--- config.mk ---
export PLATFORM = sky130hd
export DESIGN_NAME = irq_latch_4
export DESIGN_NICKNAME = d
export VERILOG_FILES = /design/src/rtl/irq_latch_4.sv
export SDC_FILE = /design/constraint.sdc
export NUM_CORES = 1
export LEC_CHECK = 0
export ABC_CLOCK_PERIOD_IN_PS = 3200
export CAP_MARGIN = 20
export CORE_AREA = 4 4 41 43
export CTS_BUF_LIST = sky130_fd_sc_hd__clkbuf_8
export CTS_CLUSTER_SIZE = 40
export DETAILED_ROUTE_END_ITERATION = 10
export DIE_AREA = 0 0 45 47
export DONT_BUFFER_PORTS = 1
export PLACE_DENSITY_LB_ADDON = 0.3
export SLEW_MARGIN = 40
export SYNTH_ARGS = -nofsm -noshare
export SYNTH_HDL_FRONTEND = slang
export SYNTH_SLANG_ARGS = --single-unit
--- constraint.sdc ---
create_clock -name clk -period 3.2 [get_ports clk]
set_clock_uncertainty 0.1 [all_clocks]
set_input_delay 0.64 -clock clk [delete_from_list [all_inputs] [get_ports clk]]
set_output_delay 0.64 -clock clk [all_outputs]
set_load 0.02 [all_outputs]
--- src/rtl/irq_latch_4.sv ---
// Four-channel interrupt latch. Each channel captures request edges or levels,
// holds them until acknowledged, and flags a sticky overflow on a lost edge.

module irq_latch_4_lane #(
    parameter int EDGE = 1
) (
    input  logic clk,
    input  logic rst_n,
    input  logic req,
    input  logic clr,
    input  logic ovf_clr,
    output logic raw,
    output logic ovf
);
    logic req_q;
    logic set;

    // History keeps loading through reset so a line held high across
    // reset release is not mistaken for a fresh rising edge.
    always_ff @(posedge clk) begin
        req_q <= req;
    end

    assign set = (EDGE != 0) ? (req & ~req_q) : req;

    always_ff @(posedge clk) begin
        if (!rst_n) begin
            raw <= 1'b0;
            ovf <= 1'b0;
        end else begin
            raw <= set | (raw & ~clr);
            // A new overflow beats a same-cycle clear; level mode never overflows.
            if ((EDGE != 0) && set && raw && !clr)
                ovf <= 1'b1;
            else if (ovf_clr)
                ovf <= 1'b0;
        end
    end
endmodule

module irq_latch_4 #(
    parameter int EDGE = 1
) (
    input  logic       clk,
    input  logic       rst_n,
    input  logic [3:0] req,
    input  logic [3:0] mask,
    input  logic       ack,
    input  logic [1:0] ack_idx,
    input  logic       ovf_clr,
    output logic [3:0] pend,
    output logic       irq,
    output logic [3:0] ovf,
    output logic [2:0] pend_cnt
);
    localparam int NUM_LANES = 4;

    logic [NUM_LANES-1:0] raw;
    logic [NUM_LANES-1:0] clr;

    for (genvar i = 0; i < NUM_LANES; i++) begin : g_lane
        assign clr[i] = ack && (ack_idx == 2'(i));

        irq_latch_4_lane #(.EDGE(EDGE)) u_lane (
            .clk     (clk),
            .rst_n   (rst_n),
            .req     (req[i]),
            .clr     (clr[i]),
            .ovf_clr (ovf_clr),
            .raw     (raw[i]),
            .ovf     (ovf[i])
        );
    end

    // Masking only gates the view; latched events survive while masked.
    assign pend = raw & mask;
    assign irq  = |pend;

    always_comb begin
        pend_cnt = 3'd0;
        for (int i = 0; i < NUM_LANES; i++)
            pend_cnt = pend_cnt + {2'b00, pend[i]};
    end
endmodule

* Word level (Yosys, flattened, before mapping) *
Cells that the tools add are included.
W data, S select, Z words.

operators by class
  multiplexer cells = 5
  reductions and logical operators = 22
  add/sub/neg operators = 3
  bitwise operators = 21
  equal/unequal tests = 3

operators by type and width
  cell                  count
  $logic_and A1 B1 Y1   12
  $and A1 B1 Y1         8
  $not A1 Y1            8
  $reduce_bool A2 Y1    4
  $mux W1               5
  $and A4 B4 Y4         1
  $eq A2 B2 Y1 const B  2
  $logic_not A1 Y1      4
  $or A1 B1 Y1          4
  $reduce_or A4 Y1      1
  $add A2 B1 Y3         1
  $add A3 B1 Y3         1
  $add A1 B1 Y2         1
  $eq A2 B1 Y1 const B  1
  $logic_not A2 Y1      1

word-level totals
  output and inout bits = 12
  register bits after elaboration = 12

* Longest topological paths before layout *
Gate-level depths: netlist of run 1.

  depth in word-level cells = 5
  depth in mapped cells = 5

* By module *
From an unflattened synthesis of run 1, not the netlist that was laid out.

second synthesis, totals
  cell total of the unflattened synthesis = 52
  area total of the unflattened synthesis = 554.3 µm²

by module, submodules not included
  module            area each (µm²)  seq. area each (µm²)  instances  cells an instance
  irq_latch_4_lane  106.4            60.1                  4          9
  irq_latch_4       128.9            0.0                   1          16

* Least setup slack after synthesis of run 1 *
Ideal clock, no wire load.

  path type = input -> output
  from = in mask[3]
  to = out pend_cnt[1]
  buffers on the path = 0
  path slack = 0.545 ns
  data required time = 2.460 ns
  data arrival time = 1.915 ns
  stages = 4
  cell sequence = and2_1 > fa_1 > ha_1 > ha_1

on the way
  word-level cells in the longest chain between the ends = 2

RTL lines
  item           RTL line  RTL
  from (decl)    47        input logic [3:0] mask,
  $and A4 B4 Y4  76        assign pend = raw & mask;
  $add A3 B1 Y3  82        pend_cnt = pend_cnt + {2'b00, pend[i]};
  to (decl)      54        output logic [2:0] pend_cnt

Every way passes these cells.

* Final worst setup path of run 1 *
Same ends and word-level chain as after synthesis.

==> metrics.md, run 1 <==
| Metric | Value |
|---|---|
| Worst Path Required | `around 2.5 ns` |
| PD cells | `609.5 nW/µm²` |
| Tcrit/Tclk final | `0.8468` |
| First-pass GRT wire length | `1435 µm` |
| Status | `complete, no violations` |
| Worst Setup End Kind | `primary output` |
| Seq/Total Area, Yosys | `0.4384` |
| Post-CTS Resized | `0` |
| Slew headroom | `0.8084` |
| Synth area leaders | `dfxtp_1, buf_4, ha_1` |
| Congestion Overflow GR | `0` |
| Fin crit period | `2.710 ns` |
| Skew-Pair Late Insertion Delay | `0.24 ns` |
| Die Area | `2115 µm²` |
| Most common library cells after synthesis | `dfxtp_1, nand2_1, buf_4` |
| Hold crit path type | `in -> reg` |
| N_diodes | `0` |
| Via count | `roughly 370` |
| CTS Buf Count | `3` |
| Cell Area, Synth | `548.0 µm²` |
| Met3 usage | `0.05364` |
| Post-synth EDFFs | `0` |
| Yosys cell types | `17` |
| CTS tree | `built` |
| Worst slew pin tran | `around 0.29 ns` |
| CTS Hold Bufs | `0` |
| Top cell type's share of synthesized area | `0.4384` |
| Hpwl dp | `776.3 µm` |
| Design Area, Final | `584.3 µm²` |
| Port bufs | `0` |
| GRT Total Usage | `0.1033` |
| Nets | `71` |
| FMAX | `369.1 MHz` |
| Post-Synthesis Cells | `53` |
| Yosys warns | `0` |
| Via/cell ratio | `5.582` |
| Met2 usage | `0.1554` |
| Die height | `47 µm` |
| Synthesized net count | `71` |
| Worst-path clk slew | `0.05 ns` |
| Synth area leader | `dfxtp_1` |
| Most common cell in the synthesized netlist | `dfxtp_1` |
| R2r startpoint | `g_lane[1].u_lane.req_q` |
| Filler instances | `123` |
| Layout Utilization | `0.4490` |
| Max_cap viols | `0` |
| TritonRoute pass-1 iters | `2` |
| Antenna violations before repair | `0` |
| Setup TNS | `0 ns` |
| DR DRC count | `0` |
| WP data arrival | `1.97 ns` |
| Area delta synth->final | `6.621%` |
| Pleak | `0.2545 nW` |
| WL/cell | `14.45 µm` |
| Critical path class | `in -> out` |
| Longest Clk Path Bufs | `2` |
| Slew Viols, Final | `0` |
| Ys flop type | `dfxtp_1` |
| Synth Register Bits | `12` |
| Async set-reset flop share out of synthesis | `0` |
| DRT iter0 DRCs | `1` |
| Crit path from | `mask[3]` |
| Die width | `45 µm` |
| Core ar. | `1301 µm²` |
| Final setup fails | `0` |
| WL final | `968 µm` |
| Top-level I/O count | `26` |
| Starting Density | `0.4212` |
| Pin count of the biggest net entering global routing | `14` |
| Clock root buffer | `clkbuf_8` |
| Layout cell share with drive strength beyond 1 | `0.09615` |
| GP Congestion | `0.6312` |
| Final hold violations | `0` |
| Syn_area_per_cell | `10.34 µm²` |
| Startpoint types | `input pin` |
| Vias in the first global route | `about 360` |
| Hold Path Origin | `req[3]` |
| VDD IR-drop max | `0.3350 mV` |
| Gr busiest metal | `met2` |
| Max FO, Critical Path | `3` |
| Placement Cell Area | `529.3 µm²` |
| Postcts setup bufs | `0` |
| GR Util met1 | `0.09954` |
| H-tree Lvls | `1` |
| Row cnt | `13` |
| Routed Antenna Nets | `0` |
| Clock sink total | `12` |
| RSZ-0062 raised after global routing | `no` |
-- path summary, 6_finish.rpt --
| path | endpoint | slack (ns) | cells after the start |
|---|---|---|---|
| max | pend_cnt[1] | 0.49 | 4 |
| min | g_lane[3].u_lane.req_q | 0.32 | 0 |
| min reg2reg | g_lane[2].u_lane.raw | 0.38 | 2 |
| max reg2reg | g_lane[1].u_lane.ovf | 2.43 | 2 |
-- critical path: stages --
cell,delay [ns]
and2_1,0.28
fa_1,0.48
ha_1,0.20
ha_1,0.38
-- cell usage in the layout, fill, tap and decap left out --
cell type	netlist	routed
and2_1	1	1
and2_4	1	1
and2b_1	1	1
and3_1	1	1
and3b_1	2	2
clkbuf_8	0	4
dfxtp_1	12	12
fa_1	1	1
ha_1	3	3
inv_1	2	2
nand2_1	6	6
nand3b_1	4	4
nand4b_1	4	4
nor3b_1	1	1
o21ai_0	4	4
o2bb2ai_1	4	4
or3b_1	1	1
-- flip-flops by register name, summed over array words and instances, names as in the netlist --
register,flops
g_lane.u_lane.ovf,4
g_lane.u_lane.raw,4
g_lane.u_lane.req_q,4
-- logic make-up after synthesis --
family | synth area share
flip-flops | 0.4384
AO/OA/AOI/OAI | 0.1005
buffers and inverters | 0.08220
adder cells (fa/ha/maj) | 0.1050
AND/OR/NAND/NOR | 0.2740
-- stage by stage --
stage	hold WS [ns]	cells	setup WS [ns]	total power [mW]
floorplan	0.3335	53	0.5445	0.1968
global route	0.3129	67	0.4475	0.3705
finish	0.3233	67	0.4904	0.3561
detailed placement	0.3789	63	0.4919	0.1979
CTS	0.3196	67	0.4850	0.3606
global placement	0.3715	63	0.5081	0.1973
-- report_power, final --
| group | switching [mW] | internal [mW] | leakage [nW] | total [mW] |
|---|---|---|---|---|
| registers | 0.00616 | 0.158 | 0.0993 | 0.164 |
| clock network | 0.0533 | 0.108 | 0.0288 | 0.162 |
| logic | 0.0188 | 0.0118 | 0.126 | 0.0306 |
-- layer usage --
layer  up-vias  wire length [µm]
li1        182                 -
met1       164               393
met2        24               392
met3         4               148
met4         0                34
met5         -                 0
-- cell type report --
class / instances / area (µm²) / share of cell area
clock buffers: 4 / 55.05 / 0.09422
multi-input cells: 34 / 262.8 / 0.4497
flip-flops and latches: 12 / 240.2 / 0.4111
inverters: 2 / 7.507 / 0.01285
well taps: 15 / 18.77 / 0.03212
Note: power is estimated with default switching activity, not from simulation.
==> run 2: changes to the inputs <==
Settings changed: ABC_AREA set to 1, ABC_CLOCK_PERIOD_IN_PS 3200 to 2500.
Clock period 3.2 ns to 2.5 ns, I/O delays scaled along.
==> metrics.md, run 2 <==
| Metric | Value |
|---|---|
| Synth area leaders | `dfxtp_1, nand2_1, nor2_1` |
| Clock sink total | `12 (unchanged)` |
| Via count | `418 (+12%)` |
| Pin count of the biggest net entering global routing | `9 (-5)` |
| Post-Synthesis Cells | `74 (+40%)` |
| Area delta synth->final | `9.611%` |
| Max FO, Critical Path | `3 (unchanged)` |
| Slew headroom | `0.8341 (+0.02572)` |
| Filler instances | `146 (+19%)` |
| FMAX | `422.2 MHz` |
| Layout Cells excl Fill | `91 (+36%)` |
| Synth Area in XOR/XNOR | `0 (unchanged)` |
| TritonRoute pass-1 iters | `3 (+1)` |
| Final hold violations | `0 (unchanged)` |
| CTS Hold Bufs | `0 (unchanged)` |
| Yosys warns | `0 (unchanged)` |
| Seq/Total Area, Yosys | `0.4394 (+0.001003)` |
| Layout Utilization | `0.4606 (+0.01154)` |
| Top cell type's share of synthesized area | `0.4394 (+0.001003)` |
| Combinational family with the most area after synthesis | `simple AND/OR/NAND/NOR gates` |
| Sw Pwr | `0.09755 mW (+25%)` |
| Die Area | `2115 µm² (unchanged)` |
| Simple-gate portion of the synthesized area | `0.2380 (-0.03599)` |
| WL/cell | `11.12 µm (-23%)` |
| Sequential power share | `0.496 (+0.036)` |
| Most common library cells after synthesis | `nand2_1, nor2_1, inv_1` |
| Net Sw Frac | `0.2331 (+0.01348)` |
| Die width | `45 µm (unchanged)` |
| Top-level I/O count | `26 (unchanged)` |
| Slew Viols, Final | `0 (unchanged)` |
| Status | `complete, no violations` |
| Internal power | `0.3209 mW (+15%)` |
| Cell Area, Synth | `546.8 µm² (-0.23%)` |
| DRT iter0 DRCs | `2 (+1)` |
| Register area | `240.2 µm² (unchanged)` |
| Final setup fails | `0 (unchanged)` |
| Critical path class | `reg -> out` |
| Hpwl dp | `858.8 µm (+11%)` |
| Synth Register Bits | `12 (unchanged)` |
| Worst-path clk slew | `0.05 ns (about the same)` |
| Setup TNS | `0 ns (unchanged)` |
| Pleak | `0.3110 nW (+22%)` |
| Ys flop type | `dfxtp_1` |
| Synthesized net count | `92 (+30%)` |
| Final worst slack | `0.1315 ns (-0.3589 ns)` |
| First-pass GRT wire length | `1593 µm (+11%)` |
| Adder-Cell Fraction of Synth Area | `0.1053 (+0.0002403)` |
| Clock network power share | `0.403 (-0.051)` |
| Port bufs | `0 (unchanged)` |
| Multi-input logic area | `227.7 µm² (-13%)` |
| Antenna violations before repair | `0 (unchanged)` |
| Longest Clk Path Bufs | `2 (unchanged)` |
| Regs by FF count | `g_lane.u_lane.ovf: 4 flops, g_lane.u_lane.raw: 4 flops, g_lane.u_lane.req_q: 4 flops` |
| VDD IR-drop max | `0.3820 mV (+14%)` |
| Via/cell ratio | `4.593 (-18%)` |
| WL final | `1012 µm (+4.5%)` |
| Yosys cell types | `10 (-7)` |
| PD cells | `698.2 nW/µm² (+15%)` |
| RSZ-0062 raised after global routing | `no` |
| Total Power | `0.4184 mW (+17%)` |
| Placed cells | `88 (+40%)` |
| Post-synth EDFFs | `0 (unchanged)` |
| Vias in the first global route | `363 (unchanged)` |
| Fin crit period | `approximately 2.4 ns` |
| Core ar. | `1301 µm² (unchanged)` |
| Worst Path Required | `1.90 ns (-0.56 ns)` |
| Clock root buffer | `clkbuf_8` |
| Syn_area_per_cell | `7.389 µm² (-29%)` |
| GRT Total Usage | `0.1106 (+0.007242)` |
| CTS Buf Count | `3 (unchanged)` |
| Routed Antenna Nets | `0 (unchanged)` |
| Row cnt | `13 (unchanged)` |
| Worst Setup End Kind | `primary output` |
| Starting Density | `0.4202 (-0.0009622)` |
| GP Congestion | `0.7558 (+20%)` |
| Hold crit path type | `in -> reg` |
| Max_cap viols | `0 (unchanged)` |
| H-tree Lvls | `1 (unchanged)` |
| Layout cell share with drive strength beyond 1 | `0.07895 (-0.01721)` |
| Power share of the combinational group | `0.101 (+0.015)` |
| CTS tree | `built` |
| N_diodes | `0 (unchanged)` |
| Async set-reset flop share out of synthesis | `0 (unchanged)` |
| Nets | `96 (+35%)` |
| Post-CTS Resized | `0 (unchanged)` |
| DR DRC count | `0 (unchanged)` |
| Die height | `47 µm (unchanged)` |
| Compound-Gate Fraction of Synth Area | `0.07323 (-0.02723)` |
| Mux cell area share after synthesis | `0 (unchanged)` |
| Synth area leader | `dfxtp_1` |
| Congestion Overflow GR | `0 (unchanged)` |
| Tcrit/Tclk final | `0.9474` |
| Skew-Pair Late Insertion Delay | `0.23 ns (about the same)` |
| WP data arrival | `1.77 ns (-0.20 ns)` |
| Startpoint types | `flip-flop` |
| Postcts setup bufs | `0 (unchanged)` |
| Worst slew pin tran | `0.2485 ns (-0.03886 ns)` |
| Pre-CTS WS | `0.2030 ns (-0.2889 ns)` |
| Most frequent cells in the layout | `nand2_1, nor2_1, inv_1` |
run 2: layout make-up:
class,instances,share of cell area
Inverter,13,0.08142
Sequential cell,12,0.4008
Tap cell,15,0.03132
Clock buffer,3,0.06889
Timing Repair Buffer,3,0.03758
Multi-Input combinational cell,45,0.3800
run 2: routing by layer:
layer	part of all wire	vias up	GRT usage
met5	0	-	0
met1	0.41	178	0.1206
li1	-	224	-
met3	0.089	3	0.06513
met4	0.014	0	0.07018
met2	0.49	13	0.1638
run 2: kinds of logic (layout without fill, tap and decap cells):
| kind of cell | count (synthesis) | in the layout |
|---|---|---|
| compound gates | 8 | 8 |
| fa+ha+maj | 4 | 4 |
| buf+inv | 17 | 19 |
| flops | 12 | 12 |
| simple gates | 33 | 33 |
run 2: through the flow:
stage	hold slack, ns	cell area, µm²
floorplan	0.3437	546.8
global placement	0.3719	558.0
detailed placement	0.3779	558.0
CTS	0.1784	599.3
global route	0.1708	599.3
finish	0.1858	599.3
run 2: worst paths after layout:
path,startpoint,slack [ns],depth (start not counted),endpoint
setup / recovery,g_lane[0].u_lane.raw,0.13,5,pend_cnt[1]
hold / removal,req[2],0.19,0,g_lane[2].u_lane.req_q
setup reg to reg,g_lane[1].u_lane.ovf,1.64,4,g_lane[1].u_lane.ovf
hold reg to reg,g_lane[0].u_lane.raw,0.38,2,g_lane[0].u_lane.raw
run 2: critical path: stages (launching register included):
cell,delay (ns)
dfxtp_1,0.32
nand2_1,0.09
inv_1,0.07
fa_1,0.47
ha_1,0.20
ha_1,0.38
run 2: power groups by stage:
stage	Combinational, mW	Sequential [mW]	Clock [mW]
after floorplan	0.0385	0.208	0
after global placement	0.0423	0.211	0
after detailed placement	0.0428	0.211	0
after CTS	0.0430	0.208	0.176
after global routing	0.0485	0.208	0.186
final	0.0423	0.207	0.169
==> run 3: changes to the inputs <==
Settings changed: CORE_AREA 4 4 41 43 to 8 8 45 47, DIE_AREA 0 0 45 47 to 0 0 53 55.
==> metrics.md, run 3 (synthesis gave the netlist of run 2 again) <==
| Metric | Value |
|---|---|
| Status | `complete, no violations` |
| RSZ-0062 raised after global routing | `no` |
| Fin crit period | `2.399 ns (+0.03016 ns)` |
| R2r startpoint | `g_lane[2].u_lane.ovf` |
| Hpwl dp | `1015 µm (+18%)` |
| CTS Buf Count | `3 (unchanged)` |
| Area delta synth->final | `12.36%` |
| Pleak | `0.3182 nW (+2.3%)` |
| Worst Path Required | `1.90 ns (about the same)` |
| Slew Viols, Final | `0 (unchanged)` |
| Longest Clk Path Bufs | `2 (unchanged)` |
| Skew-Pair Late Insertion Delay | `0.24 ns (about the same)` |
| Most frequent cells in the layout | `nand2_1, nor2_1, inv_1` |
| Starting Density | `0.3951 (-0.02507)` |
| DRT iter0 DRCs | `4 (+2)` |
| Clock root buffer | `clkbuf_8` |
| Nets | `96 (unchanged)` |
| Tcrit/Tclk final | `0.9595 (+0.01206)` |
| Hold path depth | `0 (unchanged)` |
| Die width | `53 µm (+18%)` |
| Final worst slack | `0.1013 ns (-0.03016 ns)` |
| Critical path class | `reg -> out` |
| R2r endpoint | `g_lane[2].u_lane.ovf` |
| Pin count of the biggest net entering global routing | `9 (unchanged)` |
| Worst slew pin tran | `0.2445 ns (-0.004041 ns)` |
| Max FO, Critical Path | `3 (unchanged)` |
| Die height | `55 µm (+17%)` |
| Layout cell share with drive strength beyond 1 | `0.09091 (+0.01196)` |
| Clock sink total | `12 (unchanged)` |
| Worst Setup End Kind | `primary output` |
| TritonRoute pass-1 iters | `2 (-1)` |
| Post-CTS Resized | `0 (unchanged)` |
| Antenna violations before repair | `0 (unchanged)` |
| Total Power | `0.4596 mW (+9.9%)` |
| N_diodes | `0 (unchanged)` |
| PD cells | `748.2 nW/µm² (+7.2%)` |
| Slew headroom | `0.8368 (+0.002697)` |
| Row cnt | `14 (+1)` |
| Port bufs | `0 (unchanged)` |
| Vias in the first global route | `405 (+12%)` |
| DR DRC count | `0 (unchanged)` |
| First-pass GRT wire length | `1828 µm (+15%)` |
| Top-level I/O count | `26 (unchanged)` |
| H-tree Lvls | `1 (unchanged)` |
| Flop2flop setup slack | `1.61 ns (-0.03 ns)` |
| Routed Antenna Nets | `0 (unchanged)` |
| Hold Path Origin | `req[1]` |
| Filler instances | `150 (+2.7%)` |
| Core ar. | `1384 µm² (+6.3%)` |
| Congestion Overflow GR | `0 (unchanged)` |
| Worst Hold Margin | `0.1803 ns (-0.005473 ns)` |
| Final setup fails | `0 (unchanged)` |
| Layout Utilization | `0.4439 (-0.01664)` |
| Pre-CTS WS | `0.1706 ns (-0.03237 ns)` |
| CTS tree | `built` |
| VDD IR-drop max | `0.4986 mV (+31%)` |
| WP data arrival | `1.80 ns (+0.03 ns)` |
| Startpoint types | `flip-flop` |
| Hold crit path type | `in -> reg` |
| Die Area | `2915 µm² (+38%)` |
| Worst-path clk slew | `0.06 ns (about the same)` |
| Final hold violations | `0 (unchanged)` |
| Via/cell ratio | `4.473 (-2.6%)` |
| Reg2Reg Depth | `4 (unchanged)` |
| Regs by FF count | `g_lane.u_lane.ovf: 4 flops, g_lane.u_lane.raw: 4 flops, g_lane.u_lane.req_q: 4 flops` |
| WL final | `1215 µm (+20%)` |
| Postcts setup bufs | `0 (unchanged)` |
| CTS Hold Bufs | `0 (unchanged)` |
| Setup TNS | `0 ns (unchanged)` |
| GP Congestion | `0.7981 (+5.6%)` |
| Hold Path Sink | `g_lane[1].u_lane.req_q` |
| FMAX | `416.9 MHz (-1.3%)` |
| GRT Total Usage | `0.08896 (-0.02162)` |
| Via count | `416 (-0.48%)` |
| WL/cell | `13.06 µm (+17%)` |
| Max_cap viols | `0 (unchanged)` |
run 3: cell types whose count changed in the layout (fill, tap and decap cells not counted):
| cell | change |
|---|---|
| clkbuf_8 | +1 |
run 3: per-layer routing:
metal	global-route usage	vias up	wire, µm
li1	-	227	-
met4	0.02586	0	0
met1	0.08012	175	432
met5	0	-	0
met2	0.1465	14	645
met3	0.07754	0	138
run 3: worst max-delay path by stage:
stage                               startpoint           to  slack, ns  cells past startpoint
after floorplan                        mask[1]  pend_cnt[1]       0.16                      5
after global placement                 mask[0]  pend_cnt[1]       0.23                      5
after detailed placement               mask[0]  pend_cnt[1]       0.17                      5
after CTS                 g_lane[1].u_lane.raw  pend_cnt[1]       0.07                      5
after global routing      g_lane[0].u_lane.raw  pend_cnt[1]      0.008                      5
final                     g_lane[1].u_lane.raw  pend_cnt[1]       0.10                      5
run 3: critical path: stages (launching register included):
cell and delay [ns]:
dfxtp_1 0.35, nand2_1 0.08, inv_1 0.10, fa_1 0.43
ha_1 0.21, ha_1 0.39
run 3: area by class of cell:
class	instances	area [µm²]	area share
flip-flops and latches	12	240.2	0.3910
multi-input cells	45	227.7	0.3707
well taps	16	20.02	0.03259
inverters	13	48.80	0.07943
repair buffers	3	22.52	0.03666
clock buffers	4	55.05	0.08961
run 3: metrics by stage:
stage,cells,cell area [µm²]
final,93,614.3
after floorplan,74,546.8
after CTS,93,614.3
after global placement,89,559.3
after global routing,93,614.3
after detailed placement,89,559.3
run 3: power by group:
part           leakage, nW  internal (mW)  switching, mW
Sequential          0.0992          0.201        0.00658
Clock               0.0288          0.139         0.0700
Combinational        0.190         0.0146         0.0289
